`config.mk`:
```
export PLATFORM = sky130hd
export DESIGN_NAME = multi_blinky
export DESIGN_NICKNAME = d
export VERILOG_FILES = /design/src/rtl/multi_blinky_pkg.sv /design/src/rtl/multi_blinky_channel.sv /design/src/rtl/multi_blinky.sv
export SDC_FILE = /design/constraint.sdc
export NUM_CORES = 1
export LEC_CHECK = 0
export ABC_CLOCK_PERIOD_IN_PS = 2300
export CAP_MARGIN = 20
export CORE_MARGIN = 2
export CORE_UTILIZATION = 58
export DETAILED_ROUTE_END_ITERATION = 10
export DONT_BUFFER_PORTS = 1
export HOLD_SLACK_MARGIN = 0.15
export PLACE_DENSITY = 0.78
export SLEW_MARGIN = 20
export SYNTH_ARGS = -nofsm -noshare
export SYNTH_HDL_FRONTEND = slang
export SYNTH_SLANG_ARGS = --single-unit
```
`constraint.sdc`:
```
create_clock -name clk -period 2.3 [get_ports clk]
set_input_delay 0.23 -clock clk [delete_from_list [all_inputs] [get_ports clk]]
set_output_delay 0.23 -clock clk [all_outputs]
set_load 0.05 [all_outputs]
```
`src/rtl/multi_blinky_pkg.sv`:
```
// Shared types for the multi-channel LED blinker.
// Optional feature macro: MULTI_BLINKY_SYNC_EN (adds a phase-align input).
package multi_blinky_pkg;

    localparam int CNT_W = 8;

    typedef enum logic [1:0] {
        MODE_OFF   = 2'd0,
        MODE_ON    = 2'd1,
        MODE_BLINK = 2'd2,
        MODE_PWM   = 2'd3
    } mode_e;

    typedef struct packed {
        mode_e            mode;
        logic [CNT_W-1:0] period;
        logic [CNT_W-1:0] duty;
    } chan_cfg_t;

    // Index width for n items, never below one bit.
    function automatic int idx_width(input int n);
        return (n > 1) ? $clog2(n) : 1;
    endfunction

endpackage

```
`src/rtl/multi_blinky_channel.sv`:
```
// One LED channel: mode/period/duty registers, tick counter, LED level.
// Priority inside the channel: rst > sync_i > load_i > tick_i.
// Optional feature macro: MULTI_BLINKY_SYNC_EN (adds sync_i).
module blinky_channel
    import multi_blinky_pkg::*;
#(
    parameter int               CNT_W          = 8,
    parameter logic [CNT_W-1:0] DEFAULT_PERIOD = 99
) (
    input  logic             clk,
    input  logic             rst,
`ifdef MULTI_BLINKY_SYNC_EN
    input  logic             sync_i,
`endif
    input  logic             tick_i,
    input  logic             load_i,
    input  mode_e            cfg_mode_i,
    input  logic [CNT_W-1:0] cfg_period_i,
    input  logic [CNT_W-1:0] cfg_duty_i,
    output logic             led_o,
    output logic [CNT_W-1:0] cnt_o
);

    mode_e            mode_q, mode_d;
    logic [CNT_W-1:0] period_q, period_d;
    logic [CNT_W-1:0] duty_q, duty_d;
    logic [CNT_W-1:0] cnt_q, cnt_d;
    logic [CNT_W-1:0] cnt_inc;
    logic             led_q, led_d;

    // Next-state: alignment, then config load, then tick-driven update.
    always_comb begin
        mode_d   = mode_q;
        period_d = period_q;
        duty_d   = duty_q;
        cnt_d    = cnt_q;
        led_d    = led_q;
        cnt_inc  = (cnt_q == period_q) ? '0 : cnt_q + 1'b1;
`ifdef MULTI_BLINKY_SYNC_EN
        if (sync_i) begin
            cnt_d = '0;
            if (mode_q == MODE_BLINK || mode_q == MODE_PWM) begin
                led_d = 1'b0;
            end
        end else
`endif
        if (load_i) begin
            mode_d   = cfg_mode_i;
            period_d = cfg_period_i;
            duty_d   = cfg_duty_i;
            cnt_d    = '0;
            led_d    = (cfg_mode_i == MODE_ON);
        end else if (tick_i) begin
            cnt_d = cnt_inc;
            case (mode_q)
                MODE_OFF:   led_d = 1'b0;
                MODE_ON:    led_d = 1'b1;
                MODE_BLINK: led_d = led_q ^ (cnt_q == period_q);
                MODE_PWM:   led_d = (cnt_inc < duty_q);
                default:    led_d = 1'b0;
            endcase
        end
    end

    // Channel state registers.
    always_ff @(posedge clk) begin
        if (rst) begin
            mode_q   <= MODE_OFF;
            period_q <= DEFAULT_PERIOD;
            duty_q   <= '0;
            cnt_q    <= '0;
            led_q    <= 1'b0;
        end else begin
            mode_q   <= mode_d;
            period_q <= period_d;
            duty_q   <= duty_d;
            cnt_q    <= cnt_d;
            led_q    <= led_d;
        end
    end

    assign led_o = led_q;
    assign cnt_o = cnt_q;

endmodule

```
`src/rtl/multi_blinky.sv`:
```
// Multi-channel LED blinker: shared prescaler, config write port, one
// blinky_channel per LED. LED outputs are registered, active-high.
// Config handshake: a write is accepted on any edge where cfg_valid_i and
// cfg_ready_o are both high; cfg_ready_o is low in reset and high otherwise.
// Optional feature macro: MULTI_BLINKY_SYNC_EN (sync_i phase-aligns all
// channels and the prescaler; priority rst > sync_i > write > tick).
module multi_blinky
    import multi_blinky_pkg::*;
#(
    parameter int               NUM_LEDS       = 5,
    parameter int               TICK_DIV       = 16000,
    parameter int               CNT_W          = 8,
    parameter logic [CNT_W-1:0] DEFAULT_PERIOD = 8'd99,
    localparam int              CHAN_W         = idx_width(NUM_LEDS),
    localparam int              PRE_W          = idx_width(TICK_DIV)
) (
    input  logic                clk,
    input  logic                rst,
`ifdef MULTI_BLINKY_SYNC_EN
    input  logic                sync_i,
`endif
    input  logic                cfg_valid_i,
    output logic                cfg_ready_o,
    input  logic [CHAN_W-1:0]   cfg_chan_i,
    input  logic [1:0]          cfg_mode_i,
    input  logic [CNT_W-1:0]    cfg_period_i,
    input  logic [CNT_W-1:0]    cfg_duty_i,
    output logic                cfg_err_o,
    output logic                tick_o,
    output logic [NUM_LEDS-1:0] led_o
);

`ifdef MULTI_BLINKY_SYNC_EN
    logic sync_w;
    assign sync_w = sync_i;
`else
    localparam logic sync_w = 1'b0;
`endif

    logic [PRE_W-1:0]    pre_cnt_q, pre_cnt_d;
    logic                ready_q;
    logic                err_q, err_d;
    logic                tick;
    logic                accept;
    logic                chan_ok;
    logic [NUM_LEDS-1:0] load;
    logic [NUM_LEDS-1:0] led_w;
    logic [CNT_W-1:0]    cnt_w [NUM_LEDS];

    assign tick    = !rst && (pre_cnt_q == PRE_W'(TICK_DIV - 1));
    assign accept  = cfg_valid_i && ready_q;
    assign chan_ok = 32'(cfg_chan_i) < NUM_LEDS;

    // Prescaler wrap/clear and invalid-channel error pulse.
    always_comb begin
        pre_cnt_d = (pre_cnt_q == PRE_W'(TICK_DIV - 1)) ? '0 : pre_cnt_q + 1'b1;
        if (sync_w) begin
            pre_cnt_d = '0;
        end
        err_d = accept && !chan_ok && !sync_w;
    end

    // Prescaler, ready and error registers.
    always_ff @(posedge clk) begin
        if (rst) begin
            pre_cnt_q <= '0;
            ready_q   <= 1'b0;
            err_q     <= 1'b0;
        end else begin
            pre_cnt_q <= pre_cnt_d;
            ready_q   <= 1'b1;
            err_q     <= err_d;
        end
    end

    for (genvar i = 0; i < NUM_LEDS; i++) begin : g_chan
        assign load[i] = accept && chan_ok && !sync_w && (cfg_chan_i == CHAN_W'(i));

        blinky_channel #(
            .CNT_W          (CNT_W),
            .DEFAULT_PERIOD (DEFAULT_PERIOD)
        ) u_chan (
            .clk          (clk),
            .rst          (rst),
`ifdef MULTI_BLINKY_SYNC_EN
            .sync_i       (sync_w),
`endif
            .tick_i       (tick),
            .load_i       (load[i]),
            .cfg_mode_i   (mode_e'(cfg_mode_i)),
            .cfg_period_i (cfg_period_i),
            .cfg_duty_i   (cfg_duty_i),
            .led_o        (led_w[i]),
            .cnt_o        (cnt_w[i])
        );
    end

    assign cfg_ready_o = ready_q;
    assign cfg_err_o   = err_q;
    assign tick_o      = tick;
    assign led_o       = led_w;

endmodule

```
-- Yosys cells after proc, flatten, opt, wreduce, memory -nomap -nowiden
Index checks and enable logic that the tools add are counted.
- logic and storage cells: 120
- bits in registers: 151
- input port bits: 24
- bitwise operators: 5
- $add $sub $neg: 6
- equal/unequal tests: 26
- mux-type cells: 21
- reduce and logical (&&, ||, !) cells: 28
- order comparisons: 6
- operators with widths (cell ; number):
    8-bit by 1-bit adder with 8-bit output (second input constant) ; 5
    8-bit equality test ; 5
    8-bit less-than comparator ; 5
    8-bit 2-to-1 mux ; 5
    2-bit equality test (second input constant) ; 10
    1-bit one-hot mux with 4 select lines ; 5
    14-bit by 1-bit adder with 14-bit output (second input constant) ; 1
    14-bit equality test (second input constant) ; 1
    2-bit by 1-bit equality test with 1-bit output (second input constant) ; 6
    2-bit OR reduction ; 6
    1-bit 2-to-1 mux ; 11
    2-bit zero test ; 5
    2-bit nonzero test ; 5
    1-bit logical AND ; 9
    3-bit by 2-bit equality test with 1-bit output (second input constant) ; 2
    1-bit bitwise XOR ; 5
    3-bit by 1-bit equality test with 1-bit output (second input constant) ; 1
    3-bit equality test (second input constant) ; 1
    3-bit zero test ; 1
    3-bit less-than comparator (second input constant) ; 1
    1-bit zero test ; 2

-- Logic depth before layout (Yosys ltp)
Gate-level depths: netlist (run 1).
- depth in word-level cells: 6
- depth in mapped cells: 11
- gate-level depth less buffers: 10

-- Modules after synthesis
Synthesis (run 1) repeated with hierarchy kept, for this count alone.
- cells, all modules: 924
- area, all modules: 8478.1 um^2
- by module, submodules not included (module ; times used ; cells an instance ; area each (um^2) ; seq. area each (um^2)):
    blinky_channel (g_chan[0].u_chan ...) ; 3 ; 168 ; 1539.0 ; 540.5
    blinky_channel (g_chan[1].u_chan ...) ; 2 ; 170 ; 1579.0 ; 540.5
    multi_blinky ; 1 ; 80 ; 703.2 ; 320.3

-- Least setup slack after synthesis (run 1)
Ideal clock, no wire load.
- kind: reg2out
- start point: register pre_cnt_q[0]
- end point: output port tick_o
- stages on the path, launching flop included: 5
- path slack: -0.433 ns
- arrival time: 2.503 ns
- path buffers: 0
- data required time: 2.070 ns
- path through: dfxtp_1 > ha_1 > nand3_2 > or2_2 > nor4_1
- longest elaborated chain between the ends: 2
- ends and longest elaborated chain (item ; RTL line ; text):
    from (decl) ; multi_blinky.sv:40 ; logic [PRE_W-1:0] pre_cnt_q, pre_cnt_d;
    from (signal assigned) ; multi_blinky.sv:70 ; pre_cnt_q <= pre_cnt_d;
    14-bit equality test ; multi_blinky.sv:50 ; assign tick = !rst && (pre_cnt_q == PRE_W'(TICK_DIV - 1));
    1-bit logical AND ; multi_blinky.sv:50 ;
    to (decl) ; multi_blinky.sv:29 ; output logic tick_o,
No other way between the ends.

-- Worst setup path after layout (run 1)
- start point: register g_chan[3].u_chan.cnt_q[0]
- end point: register g_chan[3].u_chan.led_q
- longest elaborated chain between the ends: 6
- elaborated cells on any way between the ends: 8
- those cells by class: 1 x add/sub; 1 x order compare; 1 x eq/ne; 4 x mux; 1 x bitwise
- ends and longest elaborated chain (item ; RTL line ; text):
    from (decl) ; multi_blinky_channel.sv:27 ; logic [CNT_W-1:0] cnt_q, cnt_d;
    from (signal assigned) ; multi_blinky_channel.sv:77 ; cnt_q <= cnt_d;
    8-bit by 1-bit adder with 8-bit output / 8-bit equality test (equally long branches) ; multi_blinky_channel.sv:38 ; cnt_inc = (cnt_q == period_q) ? '0 : cnt_q + 1'b1;
    8-bit 2-to-1 mux (*) ; multi_blinky_channel.sv:38 ;
    named net g_chan[3].u_chan.cnt_inc[5] ; multi_blinky_channel.sv:28 ; logic [CNT_W-1:0] cnt_inc;
    8-bit less-than comparator (*) ; multi_blinky_channel.sv:59 ; MODE_PWM: led_d = (cnt_inc < duty_q);
    1-bit one-hot mux with 4 select lines (*) ; multi_blinky_channel.sv:55 ; case (mode_q)
    1-bit 2-to-1 mux (*) ; multi_blinky_channel.sv:53 ; end else if (tick_i) begin
    1-bit 2-to-1 mux (*) ; multi_blinky_channel.sv:47 ; if (load_i) begin
    to (signal assigned) ; multi_blinky_channel.sv:78 ; led_q <= led_d;
    to (decl) ; multi_blinky_channel.sv:29 ; logic led_q, led_d;
Mark *: on every way through the listed nets, which the timed path passes. The rest lies on a longest branch. The select of a mux whose other input is x is not followed.
A chain may end at the register's enable or synchronous reset.

==> impl_metrics.yaml, run 1 <==
place:
  dp.cells: 1187
  dp_slack_ns: -0.121
  hpwl_mm: 12.9
  io_buffers: 0
  gp_congestion: 0.892
final_layout:
  antenna_cells: 0
  fillers: 974
  drive_gt1_share_pct: 18.6
  nNetsFinal: 1138
  area_delta_synth_final_pct: 21.9
  fin_cells: 1262
  layout_commonest_cell: "nand2_1"
  final_cell_mix: "nand2_1, a21oi_1, dfxtp_1, buf_4, nand3_1"
setup_path:
  start_kind: "flip-flop"
  path_class: "flip-flop to flip-flop"
  timing.rr.end: "g_chan[3].u_chan.led_o"
  cp_max_fo: 8
  crit_arrival_ns: 2.66
  r2r_setup_slack_ns: -0.04
  r2r-start: "g_chan[3].u_chan.cnt_o[0]"
  worst_ep_required_time_ns: 2.62
  critPathCaptureType: "flip-flop"
  r2r_cells: 10
min_path:
  hold_path_depth: 2
  worstHoldStart: "cfg_chan_i[1]"
  whs_endpoint: "g_chan[3].u_chan.cnt_o[0]"
  hp-class: "input pin to flip-flop"
power_and_ir_drop:
  leakagePower_uw: 0.00347
  vdd_drop_max_mv: 0.505
  p_per_area_nw_per_um2: 584
clock_tree:
  clkSlewWorstSetupHoldPaths_ns: 0.06
  clk_latency_ns: 0.44
  clockBufferDepth: 2
  htree_num_levels: 4
  cts_tree: "built"
  cts_root_buf: "clkbuf_16"
  cts_buffers: 17
  cts.sinks: 151
synth:
  yosys_warnings: 0
  ys_top_cells_by_area: "dfxtp_1, nand2_1, a21oi_1"
  synth_ff_type: "dfxtp_1"
  synthDistinctLibCells: 46
  synth.top_cell.area_share_pct: 38.8
  ys_seq_area_share_pct: 38.8
  syn_avg_cell_area_um2: 7.74
  synthArstFlopShare_pct: 0
  synthesis.nets: 1072
  syn_inst: 1007
  synthesis.area_um2: 7790
  ys_ff_latch: 151
  synth.largest_area_cell: "dfxtp_1"
  synth_edf_count: 0
timing:
  final_max_slew_viol_count: 0
  max_freq_ghz: 0.428
  maxSlewHeadroom_pct: 50.0
  layout_setup_ws_ns: -0.0381
  finalHoldViolations: 0
  finClkSkew_ns: 0.00672
  rsz0062_at_grt: "true"
  worst_slew_pin_slew_ns: 0.748
  setup_viol: 2
  post-route-min-period_ns: 2.34
  setup_tns_ns: -0.0661
  fin_crit_sh_pct: 102
routing:
  drtAntennaViolNets: 0
  drt_iter0_markers: 552
  dr.pass1.iters: 5
  vias_per_cell: 5.77
  postRouteWirelength_mm: 20.9
  wl_per_cell_um: 16.5
  drc_errors: 0
  vias: 7286
floorplan:
  die_h_um: 120
  dieArea_um2: 14400
  pin_count: 32
  rows: 42
  core_area_um2: 13200
  start_util_pct: 59.1
  dieWidth_um: 120
global_routing:
  grt-ovfl-total: 0
  grt_max_degree: 82
  grt_pass1_vias: 6610
  grt_first_pass_wirelength_mm: 32.2
  grt_usage_pct: 28.4
  antenna_found_initial: 0
outcome:
  status: "finished with violations"
  failed_checks: "setup timing"
run:
  cap_violations: 0
==> metrics by stage <==
step | total power (uW) | area (um2) | hold WS (ns) | util (%)
6_report | 5550 | 9510 | 0.170 | 72.1
5_1_grt | 5720 | 9510 | 0.185 | 72.1
4_1_cts | 5570 | 9050 | 0.173 | 68.6
3_5_place_dp | 2880 | 8210 | 0.308 | 62.2
3_3_place_gp | 2870 | 8210 | 0.304 | 62.2
2_1_floorplan | 2850 | 7810 | 0.354 | -
==> worst max-delay path, cell delays in order (launching register included) <==
cell and delay, ns:
dfxtp_4 0.37, xnor2_1 0.18, nand4_1 0.22, nor2_2 0.20, buf_6 0.14, nor2_1 0.05
ha_1 0.30, nand4_1 0.09, or2_2 0.29, o311ai_1 0.26, o21ai_1 0.11
==> cell families after synthesis <==
| group | Yosys count | synth area share [%] |
|---|---|---|
| buffers and inverters | 90 | 5.10 |
| and+or+nand+nor | 470 | 27.9 |
| adders and majority gates | 41 | 6.58 |
| AOI/OAI and AO/OA | 175 | 12.6 |
| xor gates and xnor gates | 80 | 8.99 |
| DFF | 151 | 38.8 |
==> layer usage <==
metal	vias to the layer above	wire, um	global-route usage [%]
met5	-	0	0
met4	0	779	12.7
met3	65	1200	6.13
met2	249	10000	45.1
met1	3431	8850	37.0
li1	3541	-	-
==> worst max-delay path by stage <==
stage          slack (ns)                      start                      to  depth (start not counted)
6_report            -0.04  g_chan[3].u_chan.cnt_o[0]  g_chan[3].u_chan.led_o                         10
5_1_grt             -0.16  g_chan[4].u_chan.cnt_o[2]  g_chan[4].u_chan.led_o                          9
4_1_cts              0.02  g_chan[3].u_chan.cnt_o[7]  g_chan[3].u_chan.led_o                         10
3_5_place_dp        -0.12  g_chan[4].u_chan.cnt_o[1]  g_chan[4].u_chan.led_o                          9
3_3_place_gp        -0.08  g_chan[4].u_chan.cnt_o[1]  g_chan[4].u_chan.led_o                          9
2_1_floorplan       0.005  g_chan[2].u_chan.cnt_o[2]  g_chan[2].u_chan.led_o                         10
==> power by group <==
group	total [uW]	switching, uW	leakage (uW)	internal [uW]
Combinational	260	167	0.00196	92.8
Sequential	2660	28.3	0.00124	2640
Clock	2630	1150	0.000265	1470
Total	5550	1350	0.00347	4200
==> cell type report <==
cell class	count	area [um2]	area share, %
sequential	151	3090	32.5
tap	176	220	2.32
clock buffer	20	467	4.91
inverter	39	146	1.54
clock inverter	12	96.3	1.01
timing repair buffer	98	836	8.79
multi-input combinational	766	4650	48.9
==> sequential cells by signal, summed over array words and instances, names as in the netlist <==
| name | count |
|---|---|
| g_chan.u_chan.cnt_o | 40 |
| g_chan.u_chan.duty_q | 40 |
| g_chan.u_chan.period_q | 40 |
| pre_cnt_q | 14 |
| g_chan.u_chan.mode_q | 10 |
| g_chan.u_chan.led_o | 5 |
| cfg_err_o | 1 |
| cfg_ready_o | 1 |
==> repair_timing <==
action	CTS	global route
buffers inserted	1	18
resized for setup	10	89
endpoints found under the hold margin	106	0
hold buffers	23	0
cloned	0	1
pin swaps	2	54
setup endpoints to repair	4	11
==> Yosys cell counts, types with 14 or more instances <==
master,count
dfxtp_1,151
inv_1,38
xor2_1,29
nor2_1,53
a21oi_1,127
or3_1,39
nand3_1,58
ha_1,41
clkbuf_1,34
and3_1,15
xnor2_1,51
nand4_1,14
nand2_1,243
(Power assumes the default switching activity.)
==> inputs of run 2 (changes only) <==
- CORE_MARGIN: 2 -> unset
- REMOVE_ABC_BUFFERS: unset -> 1
==> run 2 against run 1 <==
Effect of this change: the run still ends with setup timing left; clock power rose by 12%; register-to-register slack worse by 0.02 ns; utilization increased by 2.7 points; global-route usage grew 1.8 points; worst setup slack worse by 0.019 ns; wire length up 5.4%; critical path depth unchanged; hold slack got worse by 0.0058 ns.
==> impl_metrics.yaml, run 2 (same netlist as run 1, synthesis figures left out) <==
timing:
  worst_slew_pin_slew_ns: 0.787
  finalHoldViolations: 0
  final_max_slew_viol_count: 0
  maxSlewHeadroom_pct: 47.4
  setup_tns_ns: -0.0727
  post-route-min-period_ns: 2.36
  max_freq_ghz: 0.424
  setup_viol: 2
  layout_setup_ws_ns: -0.0576
  finClkSkew_ns: 0.00959
  rsz0062_at_grt: "true"
  fin_crit_sh_pct: 103
routing:
  postRouteWirelength_mm: 22.0
  drt_iter0_markers: 744
  dr.pass1.iters: 5
  drc_errors: 0
  wl_per_cell_um: 17.5
  vias: 7344
  vias_per_cell: 5.85
  drtAntennaViolNets: 0
clock_tree:
  cts.sinks: 151
  cts_root_buf: "clkbuf_16"
  cts_tree: "built"
  clkSlewWorstSetupHoldPaths_ns: 0.06
  htree_num_levels: 4
  clockBufferDepth: 2
  clk_latency_ns: 0.43
  cts_buffers: 17
place:
  dp_slack_ns: -0.0622
  hpwl_mm: 12.9
  gp_congestion: 0.874
  io_buffers: 0
setup_path:
  path_class: "flip-flop to flip-flop"
  r2r_setup_slack_ns: -0.06
  r2r_cells: 10
  timing.critical_path.to: "g_chan[4].u_chan.led_o"
  crit_arrival_ns: 2.66
  cpMostUsedCell: "o31ai_1"
  r2r-start: "g_chan[4].u_chan.period_q[2]"
  worst_ep_required_time_ns: 2.61
  critPathBufInv: 1
  cp_top_family: "simple AND/OR/NAND/NOR gates"
  critPathSlowestCell: "or3_4"
  cp_cell_sequence: "xnor2_1, nand4_1, nor2_2, buf_6, nor2_1, ha_1, nand2_1, or3_4, o31ai_1, o31ai_1"
  startpoint: "g_chan[4].u_chan.period_q[2]"
  cp.depth: 10
  critPathCaptureType: "flip-flop"
  timing.rr.end: "g_chan[4].u_chan.led_o"
  start_kind: "flip-flop"
  worst_path_largest_cell_delay_ns: 0.37
  cp_max_fo: 5
floorplan:
  dieWidth_um: 118
  die_h_um: 118
  pin_count: 32
  start_util_pct: 60.5
  rows: 41
  dieArea_um2: 13900
  core_area_um2: 12900
power_and_ir_drop:
  vdd_drop_max_mv: 0.638
  leakagePower_uw: 0.00358
  p_per_area_nw_per_um2: 610
  fin_total_pwr_uw: 5870
final_layout:
  final_cell_mix: "nand2_1, a21oi_1, dfxtp_1, buf_4, nand3_1"
  multi_input_area_um2: 4710
  layout_commonest_cell: "nand2_1"
  seq_area_um2: 3100
  nNetsFinal: 1135
  area_delta_synth_final_pct: 23.5
  drive_gt1_share_pct: 19.1
  fillers: 883
run:
  cap_violations: 0
global_routing:
  antenna_found_initial: 1
  grt_max_degree: 81
  grt_usage_pct: 30.2
  grt-ovfl-total: 0
  grt_first_pass_wirelength_mm: 33.4
  grt_pass1_vias: 6772
min_path:
  hp-class: "input pin to flip-flop"
outcome:
  failed_checks: "setup timing"
  status: "finished with violations"
-- run 2: worst min-delay path by stage --
stage	startpoint	end	slack (ns)	depth (start not counted)
finish	rst	pre_cnt_q[6]	0.16	2
CTS	rst	pre_cnt_q[6]	0.17	2
global placement	rst	pre_cnt_q[4]	0.31	1
global route	rst	pre_cnt_q[6]	0.20	2
detailed placement	rst	g_chan[4].u_chan.duty_q[3]	0.31	1
floorplan	rst	g_chan[0].u_chan.duty_q[0]	0.30	1
-- run 2: power by group --
part	switching (uW)	internal (uW)	total (uW)
clock network	1210	1730	2940
registers	29.8	2630	2660
logic	173	96.2	269
-- run 2: metrics by stage --
step                std cells  hold slack, ns  cell area [um2]  util, %
floorplan                 956           0.299             7540        -
global placement         1182           0.310             8200     63.7
detailed placement       1182           0.314             8200     63.7
CTS                      1238           0.174             9090     70.6
global route             1256           0.200             9620     74.7
finish                   1256           0.164             9620     74.7
-- run 2: final cells by class --
cell class	instances	share of cell area [%]
inverter	39	1.52
clock inverter	15	1.98
timing repair buffer	95	8.67
tap	172	2.24
clock buffer	17	4.42
antenna	1	0.0260
sequential	151	32.3
multi-input combinational	766	48.9
-- run 2: layer usage --
layer  share of wire, %  vias up  routed length (um)  track usage, %
met3                7.8       68                1710            7.27
met2                 49      322               10700            49.8
met4                3.7        0                 823            14.0
met5                  0        -                   0               0
li1                   -     3530                   -               -
met1                 40     3424                8790            37.0
-- run 2: what timing repair did --
item | in CTS | in global routing
endpoints found under the setup margin | 3 | 6
pin swaps | 0 | 64
gates resized for setup | 5 | 113
endpoints found under the hold margin | 99 | 0
hold buffers | 24 | 0
gates cloned | 0 | 1
buffers inserted | 0 | 16
-- run 2: worst register-to-register path: stages, from the launching register on --
cell,delay [ns]
dfxtp_1,0.34
xnor2_1,0.21
nand4_1,0.16
nor2_2,0.19
buf_6,0.15
nor2_1,0.05
ha_1,0.31
nand2_1,0.06
or3_4,0.37
o31ai_1,0.27
o31ai_1,0.13
